`config.mk`:
```
export PLATFORM = sky130hd
export DESIGN_NAME = fir_multi_ch
export DESIGN_NICKNAME = d
export VERILOG_FILES = /design/src/rtl/fir_pkg.sv /design/src/rtl/fir_coeff_rom.sv /design/src/rtl/fir_multi_ch.sv
export SDC_FILE = /design/constraint.sdc
export NUM_CORES = 1
export LEC_CHECK = 0
export CORE_UTILIZATION = 60
export DETAILED_ROUTE_END_ITERATION = 6
export PLACE_DENSITY = 0.79
export SYNTH_ARGS = -nofsm -noshare
export SYNTH_HDL_FRONTEND = slang
export SYNTH_SLANG_ARGS = --single-unit
```
`constraint.sdc`:
```
create_clock -name clk -period 9.45 [get_ports clk]
set_input_delay 1.4175 -clock clk [delete_from_list [all_inputs] [get_ports clk]]
set_output_delay 1.4175 -clock clk [all_outputs]
set_load 0.02 [all_outputs]
```
`src/rtl/fir_pkg.sv`:
```
// Shared types and width helpers for the multi-channel FIR engine.
package fir_pkg;

    typedef enum logic [1:0] {
        IDLE,
        CONV,
        HOLD
    } fir_state_t;

    function automatic int sel_w(input int n);
        return (n > 1) ? $clog2(n) : 1;
    endfunction

    function automatic int addr_w(input int depth);
        return sel_w(depth);
    endfunction

    function automatic int acc_w(input int dw, input int cw, input int taps);
        return dw + cw + $clog2(taps);
    endfunction

endpackage

```
`src/rtl/fir_coeff_rom.sv`:
```
// Coefficient ROM, one-cycle synchronous read.
// First bank is 0.5 (Q1.x), remaining banks are max positive.
module fir_coeff_rom
  import fir_pkg::*;
#(
  parameter int    COEFF_W   = 16,
  parameter int    DEPTH     = 1021,
  parameter int    BANK_TAPS = DEPTH,
  parameter string INIT_FILE = ""
) (
  input  logic                     clk,
  input  logic [addr_w(DEPTH)-1:0] addr,
  output logic [COEFF_W-1:0]       dout
);

  localparam int AW = addr_w(DEPTH);

  localparam logic [AW-1:0] SPLIT =
    AW'(BANK_TAPS);
  localparam logic [COEFF_W-1:0] HALF =
    COEFF_W'(1) << (COEFF_W - 2);
  localparam logic [COEFF_W-1:0] UNITY =
    {1'b0, {(COEFF_W - 1){1'b1}}};

  always_ff @(posedge clk) begin
    dout <= (addr < SPLIT) ? HALF : UNITY;
  end

endmodule

```
`src/rtl/fir_multi_ch.sv`:
```
// N-channel FIR convolution engine with banked coefficients.
// Define FIR_SAT_EN for a saturating output stage (default wraps).
module fir_multi_ch
    import fir_pkg::*;
#(
    parameter int    NUM_CH     = 2,
    parameter int    DATA_W     = 16,
    parameter int    COEFF_W    = 16,
    parameter int    NUM_TAPS   = 1021,
    parameter int    NUM_BANKS  = 1,
    parameter int    FRAC_SHIFT = 15,
    parameter string INIT_FILE  = ""
) (
    input  logic                          clk,
    input  logic                          rst_n,
    input  logic                          sequencing,
    input  logic [NUM_CH*DATA_W-1:0]      smpl_in,
    input  logic [sel_w(NUM_BANKS)-1:0]   bank_sel,
    output logic [NUM_CH*DATA_W-1:0]      smpl_out,
    output logic                          out_vld,
    output logic                          busy,
    output logic                          short_err
);

    localparam int ACC_W = acc_w(DATA_W, COEFF_W, NUM_TAPS);
    localparam int PW    = DATA_W + COEFF_W;
    localparam int DEPTH = NUM_BANKS * NUM_TAPS;
    localparam int AW    = addr_w(DEPTH);
    localparam int BW    = sel_w(NUM_BANKS);
    localparam int TW    = sel_w(NUM_TAPS);
    localparam logic [TW-1:0] LAST = TW'(NUM_TAPS - 1);

    fir_state_t state, state_nxt;

    logic [AW-1:0]            addr, rom_addr, base;
    logic [BW-1:0]            bank_eff;
    logic [TW-1:0]            tap_cnt;
    logic [COEFF_W-1:0]       coeff;
    logic signed [ACC_W-1:0]  acc     [NUM_CH];
    logic signed [ACC_W-1:0]  acc_nxt [NUM_CH];
    logic signed [PW-1:0]     prod    [NUM_CH];
    logic [NUM_CH*DATA_W-1:0] out_nxt;
    logic start, acc_en, last, abort, clr_addr;

`ifdef FIR_SAT_EN
    localparam logic signed [ACC_W-1:0] SMAX =
        (ACC_W'(1) <<< (DATA_W - 1)) - ACC_W'(1);
    localparam logic signed [ACC_W-1:0] SMIN = -SMAX - ACC_W'(1);
    logic signed [ACC_W-1:0] shifted [NUM_CH];
`endif

    // The setup cycle must already address tap 0 of the selected bank.
    always_comb begin
        bank_eff = (32'(bank_sel) < NUM_BANKS) ? bank_sel : '0;
        base     = AW'(32'(bank_eff) * NUM_TAPS);
        rom_addr = (state == IDLE) ? base : addr;
    end

    fir_coeff_rom #(
        .COEFF_W   (COEFF_W),
        .DEPTH     (DEPTH),
        .BANK_TAPS (NUM_TAPS),
        .INIT_FILE (INIT_FILE)
    ) u_rom (
        .clk  (clk),
        .addr (rom_addr),
        .dout (coeff)
    );

    always_ff @(posedge clk) begin
        if (!rst_n) state <= IDLE;
        else        state <= state_nxt;
    end

    always_comb begin
        state_nxt = state;
        start     = 1'b0;
        acc_en    = 1'b0;
        last      = 1'b0;
        abort     = 1'b0;
        clr_addr  = 1'b0;
        unique case (state)
            IDLE: begin
                if (sequencing) begin
                    start     = 1'b1;
                    state_nxt = CONV;
                end
            end
            CONV: begin
                if (sequencing) begin
                    acc_en = 1'b1;
                    if (tap_cnt == LAST) begin
                        last      = 1'b1;
                        state_nxt = HOLD;
                    end
                end else begin
                    abort     = 1'b1;
                    clr_addr  = 1'b1;
                    state_nxt = IDLE;
                end
            end
            HOLD: begin
                if (!sequencing) begin
                    clr_addr  = 1'b1;
                    state_nxt = IDLE;
                end
            end
            default: state_nxt = IDLE;
        endcase
    end

    always_comb begin
        out_nxt = '0;
        for (int c = 0; c < NUM_CH; c++) begin
            prod[c] = PW'($signed(smpl_in[c*DATA_W +: DATA_W]))
                    * PW'($signed(coeff));
            acc_nxt[c] = acc[c] + ACC_W'(prod[c]);
`ifdef FIR_SAT_EN
            shifted[c] = acc_nxt[c] >>> FRAC_SHIFT;
            if (shifted[c] > SMAX)
                out_nxt[c*DATA_W +: DATA_W] = SMAX[DATA_W-1:0];
            else if (shifted[c] < SMIN)
                out_nxt[c*DATA_W +: DATA_W] = SMIN[DATA_W-1:0];
            else
                out_nxt[c*DATA_W +: DATA_W] = shifted[c][DATA_W-1:0];
`else
            out_nxt[c*DATA_W +: DATA_W] = acc_nxt[c][FRAC_SHIFT +: DATA_W];
`endif
        end
    end

    always_ff @(posedge clk) begin
        if (!rst_n) begin
            addr      <= '0;
            tap_cnt   <= '0;
            smpl_out  <= '0;
            out_vld   <= 1'b0;
            short_err <= 1'b0;
            for (int c = 0; c < NUM_CH; c++) acc[c] <= '0;
        end else begin
            out_vld   <= last;
            short_err <= abort;
            if (start) begin
                tap_cnt <= '0;
                addr    <= base + AW'(1);
                for (int c = 0; c < NUM_CH; c++) acc[c] <= '0;
            end
            if (acc_en) begin
                for (int c = 0; c < NUM_CH; c++) acc[c] <= acc_nxt[c];
                if (!last) begin
                    tap_cnt <= tap_cnt + TW'(1);
                    addr    <= addr + AW'(1);
                end
            end
            if (last) smpl_out <= out_nxt;
            if (clr_addr) addr <= '0;
        end
    end

    assign busy = (state != IDLE);

endmodule

```
==> results of run 1 <==
-- cell usage after synthesis, drive strengths merged, types with 4 or more instances --
library cell,number
buf,7
and2,79
inv,512
nand2,96
clkbuf,55
nor4,4
and4,5
a211oi,13
edfxtp,62
nor2,102
and3,13
a21oi,110
nor3,21
or2,6
a31oi,11
o21bai,7
fa,280
o21a,11
nand3,29
nand2b,6
a21o,65
mux2i,6
a2111oi,10
o211ai,10
dfxtp,57
xnor2,91
o211a,4
nor2b,8
o21ai,52
ha,241
xor2,79
nand4,12
or3,9
-- power by group through the flow --
stage	sequential (mW)	clock (mW)	combinational [mW]
6_report	0.579	0.646	0.452
5_1_grt	0.581	0.672	0.510
4_1_cts	0.579	0.655	0.451
3_5_place_dp	0.590	0	0.445
3_3_place_gp	0.590	0	0.433
2_1_floorplan	0.587	0	0.322
-- final cells by class --
| type | instances | area, um2 | share of cell area |
|---|---|---|---|
| clock inverters | 13 | 111.4 | 0.005251 |
| repair buffers | 80 | 773.2 | 0.03646 |
| well taps | 435 | 544.3 | 0.02567 |
| clock buffers | 19 | 454.2 | 0.02142 |
| flip-flops and latches | 119 | 3004 | 0.1417 |
| diodes | 2 | 5.005 | 0.0002360 |
| multi-input cells | 1423 | 14380 | 0.6783 |
| inverters | 514 | 1929 | 0.09098 |
-- sequential cells by signal, indices dropped and copies added (netlist names) --
name        count
acc            62
addr           10
out_vld         1
short_err       1
smpl_out       32
state           2
tap_cnt        10
u_rom.dout      1
-- layer usage --
metal / vias to the layer above / global-route usage / share of wire
li1: 6777 / - / -
met1: 6980 / 0.4016 / 0.44
met2: 411 / 0.4875 / 0.47
met3: 79 / 0.05089 / 0.064
met4: 0 / 0.08739 / 0.025
met5: - / 0 / 0
-- worst max-delay path, stage by stage --
cell and delay [ps]:
clkdlybuf4s50_1 550, and2_1 620, inv_1 180, fa_1 660, inv_1 110, fa_1 470
fa_1 560, fa_1 450, fa_1 510, inv_1 50, fa_1 490, inv_1 50
ha_1 380, a21oi_1 180, o21ai_0 180, a2111oi_0 550, a31o_4 270, a2111oi_4 70
a311oi_2 320, nor2_1 60
-- per-stage QoR --
stage / setup WS (ps) / instances / hold slack [ps] / total power, mW
2_1_floorplan: 2145 / 2118 / 453.7 / 0.9085
3_3_place_gp: 1148 / 2571 / 455.8 / 1.023
4_1_cts: 1528 / 2603 / 463.1 / 1.685
5_1_grt: 988.2 / 2604 / 511.4 / 1.763
3_5_place_dp: 1089 / 2571 / 451.2 / 1.035
6_report: 1468 / 2605 / 464.9 / 1.676
-- final timing paths --
path	startpoint	endpoint	slack [ps]	cells past startpoint
min reg2reg	smpl_out[5]$_SDFFE_PN0P_	smpl_out[5]$_SDFFE_PN0P_	460	2
min	smpl_out[5]$_SDFFE_PN0P_	smpl_out[5]$_SDFFE_PN0P_	460	2
max reg2reg	u_rom.dout[12]$_DFF_P_	smpl_out[29]$_SDFFE_PN0P_	2170	25
max	smpl_in[15]	acc[0][29]$_SDFFCE_PN0P_	1470	20
-- cell families after synthesis --
logic type / after synthesis / share of synthesized area
flops: 119 / 0.1536
fa+ha+maj: 523 / 0.4418
other cells: 1 / 0.0001918
simple gates: 395 / 0.09962
xor+xnor: 170 / 0.07614
mux: 7 / 0.003647
buf+inv: 576 / 0.1115
compound gates: 327 / 0.1136
==> results.py, run 1 <==
metrics = {
    "yosys": {
        "synthTopCellsByArea": "fa_1 29%, ha_1 15%, inv_1 9.8%, edfxtp_1 9.5%, dfxtp_1 5.8%",
        "synth_edf_count": 62,
        "ys_async_sr_fraction": 0,
        "synth_top_cell_by_area": "fa_1",
        "synth_nets": 2675,
        "ys_seq_area_frac": 0.1536,
        "synth_seq_cells": 119,
        "yosysWarningCount": 0,
        "ys_types": 80,
        "postSynthCellCount": 2118,
        "synth_area_um2": 19560,
        "synth_top_area_share": 0.2866,
        "synth_ff_type": "edfxtp_1",
        "syn_avg_cell_area_um2": 9.233,
    },
    "route": {
        "via_count": 14250,
        "ant_nets": 0,
        "viasPerCell": 5.469,
        "wire_per_inst_um": 17.59,
        "drt_wl_total_um": 45830,
        "drc": 0,
        "drt_iter0_markers": 894,
        "drtPass1Iterations": 5,
    },
    "power": {
        "power.switching_uw": 578.0,
        "clock_power_share": 0.385,
        "p_seq_frac": 0.345,
        "combPwrFrac": 0.269,
        "vdd_drop_max_mv": 0.1231,
        "power_leakage_nw": 11.22,
        "p_per_area_nw_per_um2": 79.04,
        "p_int_mw": 1.098,
        "switching_share": 0.3449,
    },
    "global_route": {
        "grt_first_pass_wirelength_um": 76680,
        "grt_pass1_vias": 14980,
        "track_usage": 0.2964,
        "antenna_found_initial": 2,
        "grt_max_degree": 63,
        "gr-total-overflow": 0,
    },
    "clock_network": {
        "clockBufferDepth": 2,
        "clk_pin_slew_worst_paths_ps": 60,
        "cts-hold-fix-buffers": 0,
        "cts_sinks": 119,
        "cts_tree": "done",
        "cts_max_level": 4,
        "numCtsBuffers": 17,
        "postCtsSetupRepairBufs": 0,
        "cts_resized": 0,
        "insertion_delay_ps": 440,
        "cts_root_buf": "clkbuf_16",
    },
    "sta": {
        "min_period_ps": 7982,
        "relSlewSlack": 0.1974,
        "slew_viol_final": 0,
        "max_freq_mhz": 125.3,
        "setup_tns_ps": 0,
        "rsz0062_at_grt": "false",
        "worst_pin_slew_ps": 1203,
        "skew_ps": 13.50,
        "hold_viol_final": 0,
        "finalSetupViolCount": 0,
        "post-route-period-util": 0.8447,
    },
    "placement": {
        "dpl_cell_area_um2": 20630,
        "port_buffers": 69,
        "gp_congestion": 0.9907,
        "post-dp-hpwl_um": 38130,
    },
    "floorplanning": {
        "start_util": 0.6150,
        "die_w_um": 182.5,
        "die_area_um2": 33320,
        "io-pin-count": 71,
        "fp-row-count": 65,
        "core-area_um2": 31800,
        "dieHeight_um": 182.5,
    },
    "final_layout": {
        "layout_commonest_cell": "inv_1",
        "nFillCells": 2487,
        "area_delta_synth_final_pct": 8.432,
        "final_util": 0.6669,
        "layout_common_cells": "512 x inv_1, 280 x fa_1, 241 x ha_1",
        "final_net_count": 2712,
        "layout-drive-gt1-share": 0.03275,
        "fin_area_um2": 21210,
    },
    "worst_setup_path": {
        "critPathArrivalTime_ps": 8140,
        "cp-start-kind": "input port",
        "path_max_fanout": 14,
        "path_class": "in2reg",
        "cp.required_ps": 9610,
        "end_kind": "register",
    },
    "hold_path": {
        "hold_path.class": "reg2reg",
    },
    "status": {
        "outcome": "complete, no violations",
    },
    "run": {
        "max_cap_violations": 0,
    },
}
Power figures use the tool's default switching activity.
==> inputs of run 2 (changes only) <==
==> constraint.sdc (replaced) <==
create_clock -name clk -period 8 [get_ports clk]
set_input_delay 1.2 -clock clk [delete_from_list [all_inputs] [get_ports clk]]
set_output_delay 1.2 -clock clk [all_outputs]
set_load 0.02 [all_outputs]
==> run 2 against run 1 <==
Effect of this change: first-iteration DRC count grew 7.8%; total power grew 18%; global-route usage grew 0.33 points; combinational power grew 21%.
==> results.py, run 2 (synthesized netlist as in run 1, its figures left out) <==
metrics = {
    "clock_network": {
        "postCtsSetupRepairBufs": 0,
        "cts_resized": 0,
        "cts-hold-fix-buffers": 0,
        "clockBufferDepth": 2,
        "insertion_delay_ps": 440,
        "cts_root_buf": "clkbuf_16",
        "clk_pin_slew_worst_paths_ps": 70,
        "cts_tree": "done",
        "cts_sinks": 119,
        "cts_max_level": 4,
        "numCtsBuffers": 17,
    },
    "hold_path": {
        "hold_end": "smpl_out[7]$_SDFFE_PN0P_",
        "min_path_cells": 2,
        "worstHoldStart": "smpl_out[7]$_SDFFE_PN0P_",
        "hold_path.class": "reg2reg",
    },
    "placement": {
        "port_buffers": 69,
        "dp_slack_ps": 166.8,
        "post-dp-hpwl_um": 38510,
        "gp_congestion": 0.9673,
        "dp_cells": 2616,
    },
    "sta": {
        "hold-worst-slack_ps": 468.1,
        "worst_pin_slew_ps": 1084,
        "max_freq_mhz": 133.3,
        "skew_ps": 16.95,
        "rsz0062_at_grt": "false",
        "worst_slack_ps": 496.4,
        "slew_viol_final": 0,
        "post-route-period-util": 0.9379,
        "finalSetupViolCount": 0,
        "setup_tns_ps": 0,
        "hold_viol_final": 0,
        "min_period_ps": 7504,
        "relSlewSlack": 0.2766,
    },
    "final_layout": {
        "largest_reg_flops": 62,
        "top_regs": "acc (62), smpl_out (32)",
        "multiInputGateArea_um2": 14380,
        "area_delta_synth_final_pct": 10.12,
        "regArea_um2": 3004,
        "final_net_count": 2757,
        "layout_commonest_cell": "inv_1",
        "layout_common_cells": "512 x inv_1, 280 x fa_1, 241 x ha_1",
        "nFillCells": 2459,
        "final_cells": 2649,
        "layout-drive-gt1-share": 0.05242,
        "largest_register": "acc",
    },
    "global_route": {
        "met2_usage": 0.4989,
        "antenna_found_initial": 3,
        "grt_max_degree": 63,
        "grt_first_pass_wirelength_um": 77980,
        "track_usage": 0.2997,
        "gr-total-overflow": 0,
        "grt_pass1_vias": 15430,
        "met1_usage": 0.4026,
        "grtUsageMet3": 0.05248,
        "busiest_layer": "met2",
    },
    "floorplanning": {
        "die_w_um": 182.5,
        "die_area_um2": 33320,
        "fp-row-count": 65,
        "start_util": 0.6150,
        "dieHeight_um": 182.5,
        "core-area_um2": 31800,
        "io-pin-count": 71,
    },
    "route": {
        "wire_per_inst_um": 17.48,
        "via_count": 14570,
        "drt_iter0_markers": 964,
        "drtPass1Iterations": 5,
        "ant_nets": 0,
        "drt_wl_total_um": 46310,
        "viasPerCell": 5.499,
        "drc": 0,
    },
    "worst_setup_path": {
        "reg2reg_from": "u_rom.dout[12]$_DFF_P_",
        "end_kind": "register",
        "crit_buf_inv": 5,
        "crit_top_cell": "fa_1",
        "cp_slowest_stage_delay_ps": 620,
        "critPathArrivalTime_ps": 7660,
        "r2r_setup_slack_ps": 900,
        "path_delay_family": "adder cells",
        "rr_worst_depth": 26,
        "path_max_fanout": 7,
        "worstReg2RegEnd": "acc[0][68]$_SDFFCE_PN0P_",
        "cp.required_ps": 8160,
        "startpoint": "smpl_in[4]",
        "path_class": "in2reg",
        "slowest_stage": "clkdlybuf4s50_1",
        "cp-start-kind": "input port",
    },
    "status": {
        "outcome": "complete, no violations",
    },
    "power": {
        "vdd_drop_max_mv": 0.1489,
        "p_per_area_nw_per_um2": 92.04,
        "power_leakage_nw": 11.44,
    },
    "run": {
        "max_cap_violations": 0,
    },
}
-- run 2: cell types whose count changed in the layout (fill, tap and decap cells not counted), sizes merged --
cell	delta
inv	+2
buf	+45
clkbuf	-1
diode	-1
clkinv	-1
-- run 2: how the worst max path moves through the flow --
stage | to | slack [ps] | depth (start not counted)
final | acc[0][29]$_SDFFCE_PN0P_ | 500 | 25
after CTS | acc[0][29]$_SDFFCE_PN0P_ | 570 | 25
after floorplan | acc[0][29]$_SDFFCE_PN0P_ | 910 | 21
after global routing | acc[0][68]$_SDFFCE_PN0P_ | 120 | 24
after detailed placement | acc[0][29]$_SDFFCE_PN0P_ | 170 | 25
after global placement | acc[0][68]$_SDFFCE_PN0P_ | 260 | 22
-- run 2: report_power, final --
group          total, mW  internal, mW  switching (mW)
Sequential         0.684         0.671          0.0131
Clock              0.751         0.421           0.330
Combinational      0.547         0.212           0.335
-- run 2: per-stage QoR --
stage / power (mW) / util / cell area, um2
5_1_grt: 2.087 / 0.6772 / 21540
2_1_floorplan: 1.073 / - / 19560
4_1_cts: 1.989 / 0.6772 / 21530
3_5_place_dp: 1.232 / 0.6595 / 20970
3_3_place_gp: 1.216 / 0.6595 / 20970
6_report: 1.982 / 0.6772 / 21540
-- run 2: routing by layer --
layer  routed length [um]  vias to the layer above
met5                   28                        -
met4                 1068                        4
met3                 2844                       85
met2                22250                      414
met1                20110                     7211
li1                     -                     6853
-- run 2: worst min-delay path, delay by kind of cell (launching register included) --
family           cells  cell delay [ps]
AO/OA/AOI/OAI        1               50
flip-flops           1              320
AND/OR/NAND/NOR      1               50
-- run 2: area by class of cell --
| class | instances | share of cell area |
|---|---|---|
| diodes | 1 | 0.0001162 |
| clock buffers | 18 | 0.02092 |
| clock inverters | 14 | 0.005113 |
| inverters | 514 | 0.08959 |
| multi-input cells | 1423 | 0.6679 |
| flip-flops and latches | 119 | 0.1395 |
| well taps | 435 | 0.02527 |
| repair buffers | 125 | 0.05159 |
==> inputs of run 3 (changes only) <==
--- a/config.mk
+++ b/config.mk
@@ -5,6 +5,7 @@
 export SDC_FILE = /design/constraint.sdc
 export NUM_CORES = 1
 export LEC_CHECK = 0
+export CAP_MARGIN = 30
 export CORE_UTILIZATION = 60
 export DETAILED_ROUTE_END_ITERATION = 6
 export PLACE_DENSITY = 0.79
==> run 3 against run 2 <==
Effect of this change: utilization increased by 0.094 points; global-route usage about the same; non-clock buffer count increased by 1; wire length decreased by 0.22%; highest routed layer unchanged; sequential cell count unchanged; sequential power about the same; clock-buffer cell count unchanged; total power increased by 0.99%.
==> results.py, run 3 (synthesized netlist as in run 1, its figures left out) <==
metrics = {
    "worst_setup_path": {
        "crit_buf_inv": 5,
        "startpoint": "smpl_in[4]",
        "end_kind": "register",
        "crit_top_cell": "fa_1",
        "critPathArrivalTime_ps": 7650,
        "path_max_fanout": 7,
        "cp.required_ps": 8160,
        "cp_slowest_stage_delay_ps": 610,
        "slowest_stage": "clkdlybuf4s50_1",
        "path_delay_family": "adder cells",
        "path_class": "in2reg",
        "cp-start-kind": "input port",
        "reg2reg_from": "u_rom.dout[12]$_DFF_P_",
    },
    "status": {
        "outcome": "complete, no violations",
    },
    "clock_network": {
        "clockBufferDepth": 2,
        "cts_root_buf": "clkbuf_16",
        "cts_sinks": 119,
        "postCtsSetupRepairBufs": 0,
        "cts_tree": "done",
        "cts_max_level": 4,
        "insertion_delay_ps": 440,
        "cts_resized": 0,
        "cts-hold-fix-buffers": 0,
        "clk_pin_slew_worst_paths_ps": 60,
        "numCtsBuffers": 17,
    },
    "sta": {
        "relSlewSlack": 0.3732,
        "setup_tns_ps": 0,
        "post-route-period-util": 0.9357,
        "finalSetupViolCount": 0,
        "max_freq_mhz": 133.6,
        "min_period_ps": 7486,
        "rsz0062_at_grt": "false",
        "slew_viol_final": 0,
        "skew_ps": 10.29,
        "hold_viol_final": 0,
        "worst_pin_slew_ps": 940.2,
    },
    "route": {
        "wire_per_inst_um": 17.44,
        "ant_nets": 0,
        "drtPass1Iterations": 6,
        "via_count": 14510,
        "drc": 0,
        "drt_iter0_markers": 1009,
        "viasPerCell": 5.475,
        "drt_wl_total_um": 46210,
    },
    "floorplanning": {
        "io-pin-count": 71,
        "start_util": 0.6150,
        "dieHeight_um": 182.5,
        "die_area_um2": 33320,
        "fp-row-count": 65,
        "die_w_um": 182.5,
        "core-area_um2": 31800,
    },
    "power": {
        "p_int_mw": 1.306,
        "p_per_area_nw_per_um2": 92.83,
        "power.switching_uw": 695.5,
        "combPwrFrac": 0.273,
        "switching_share": 0.3474,
        "power_leakage_nw": 11.45,
        "clock_power_share": 0.385,
        "vdd_drop_max_mv": 0.1555,
        "p_seq_frac": 0.342,
    },
    "final_layout": {
        "final_net_count": 2758,
        "top_regs": "acc (62), smpl_out (32)",
        "area_delta_synth_final_pct": 10.28,
        "final_util": 0.6782,
        "largest_register": "acc",
        "layout_commonest_cell": "inv_1",
        "fin_area_um2": 21570,
        "largest_reg_flops": 62,
        "layout-drive-gt1-share": 0.05330,
        "layout_common_cells": "512 x inv_1, 280 x fa_1, 241 x ha_1",
    },
    "placement": {
        "dpl_cell_area_um2": 21000,
        "port_buffers": 69,
        "post-dp-hpwl_um": 38590,
        "gp_congestion": 0.9673,
    },
    "hold_path": {
        "worstHoldStart": "smpl_out[5]$_SDFFE_PN0P_",
        "hold_path.class": "reg2reg",
    },
    "global_route": {
        "gr-total-overflow": 0,
        "track_usage": 0.2994,
        "grt_max_degree": 63,
        "grt_first_pass_wirelength_um": 77790,
        "antenna_found_initial": 2,
        "grt_pass1_vias": 15400,
    },
    "run": {
        "max_cap_violations": 0,
    },
}
[run 3: changes by cell type in the layout (fill, tap and decap cells not counted), sizes merged]
| cell | before | now |
|---|---|---|
| clkinvlp | 2 | 3 |
| buf | 56 | 57 |
| clkinv | 6 | 5 |
[run 3: worst min-delay path, delay by kind of cell, from the launching register on]
| kind | cells | cell delay (ps) |
|---|---|---|
| compound gates | 1 | 50 |
| flops | 1 | 320 |
| simple gates | 1 | 60 |
[run 3: path summary, 6_finish.rpt]
kind	end	cells past startpoint	slack (ps)
setup / recovery	acc[0][29]$_SDFFCE_PN0P_	25	510
hold / removal	smpl_out[5]$_SDFFE_PN0P_	2	480
setup reg to reg	acc[0][68]$_SDFFCE_PN0P_	26	940
hold reg to reg	smpl_out[5]$_SDFFE_PN0P_	2	480
[run 3: layout make-up]
class / instances / area [um2]
Clock buffer: 18 / 450.4
Fill cell: 2480 / 10230
Clock inverter: 14 / 112.6
Timing Repair Buffer: 126 / 1139
Inverter: 514 / 1929
Multi-Input combinational cell: 1423 / 14380
Sequential cell: 119 / 3004
Tap cell: 435 / 544.3
Antenna cell: 1 / 2.502
[run 3: power groups by stage]
stage | Sequential, mW | Clock [mW] | Combinational, mW
after CTS | 0.685 | 0.776 | 0.543
after global routing | 0.687 | 0.801 | 0.614
after detailed placement | 0.698 | 0 | 0.535
after global placement | 0.697 | 0 | 0.519
after floorplan | 0.693 | 0 | 0.380
final | 0.684 | 0.771 | 0.547
[run 3: per-stage QoR]
| stage | cells | setup WS (ps) | power, mW | hold WS [ps] |
|---|---|---|---|---|
| 6_report | 2650 | 514.3 | 2.002 | 477.7 |
| 5_1_grt | 2650 | 161.1 | 2.101 | 506.1 |
| 4_1_cts | 2649 | 585.1 | 2.003 | 480.8 |
| 3_5_place_dp | 2617 | 164.6 | 1.233 | 468.2 |
| 3_3_place_gp | 2616 | 262.3 | 1.216 | 462.7 |
| 2_1_floorplan | 2118 | 912.8 | 1.073 | 453.7 |
[run 3: layer usage]
metal / GRT usage / part of all wire
met3: 0.05308 / 0.067
met5: 0 / 0.00030
met2: 0.5031 / 0.48
met4: 0.07933 / 0.020
met1: 0.3993 / 0.43
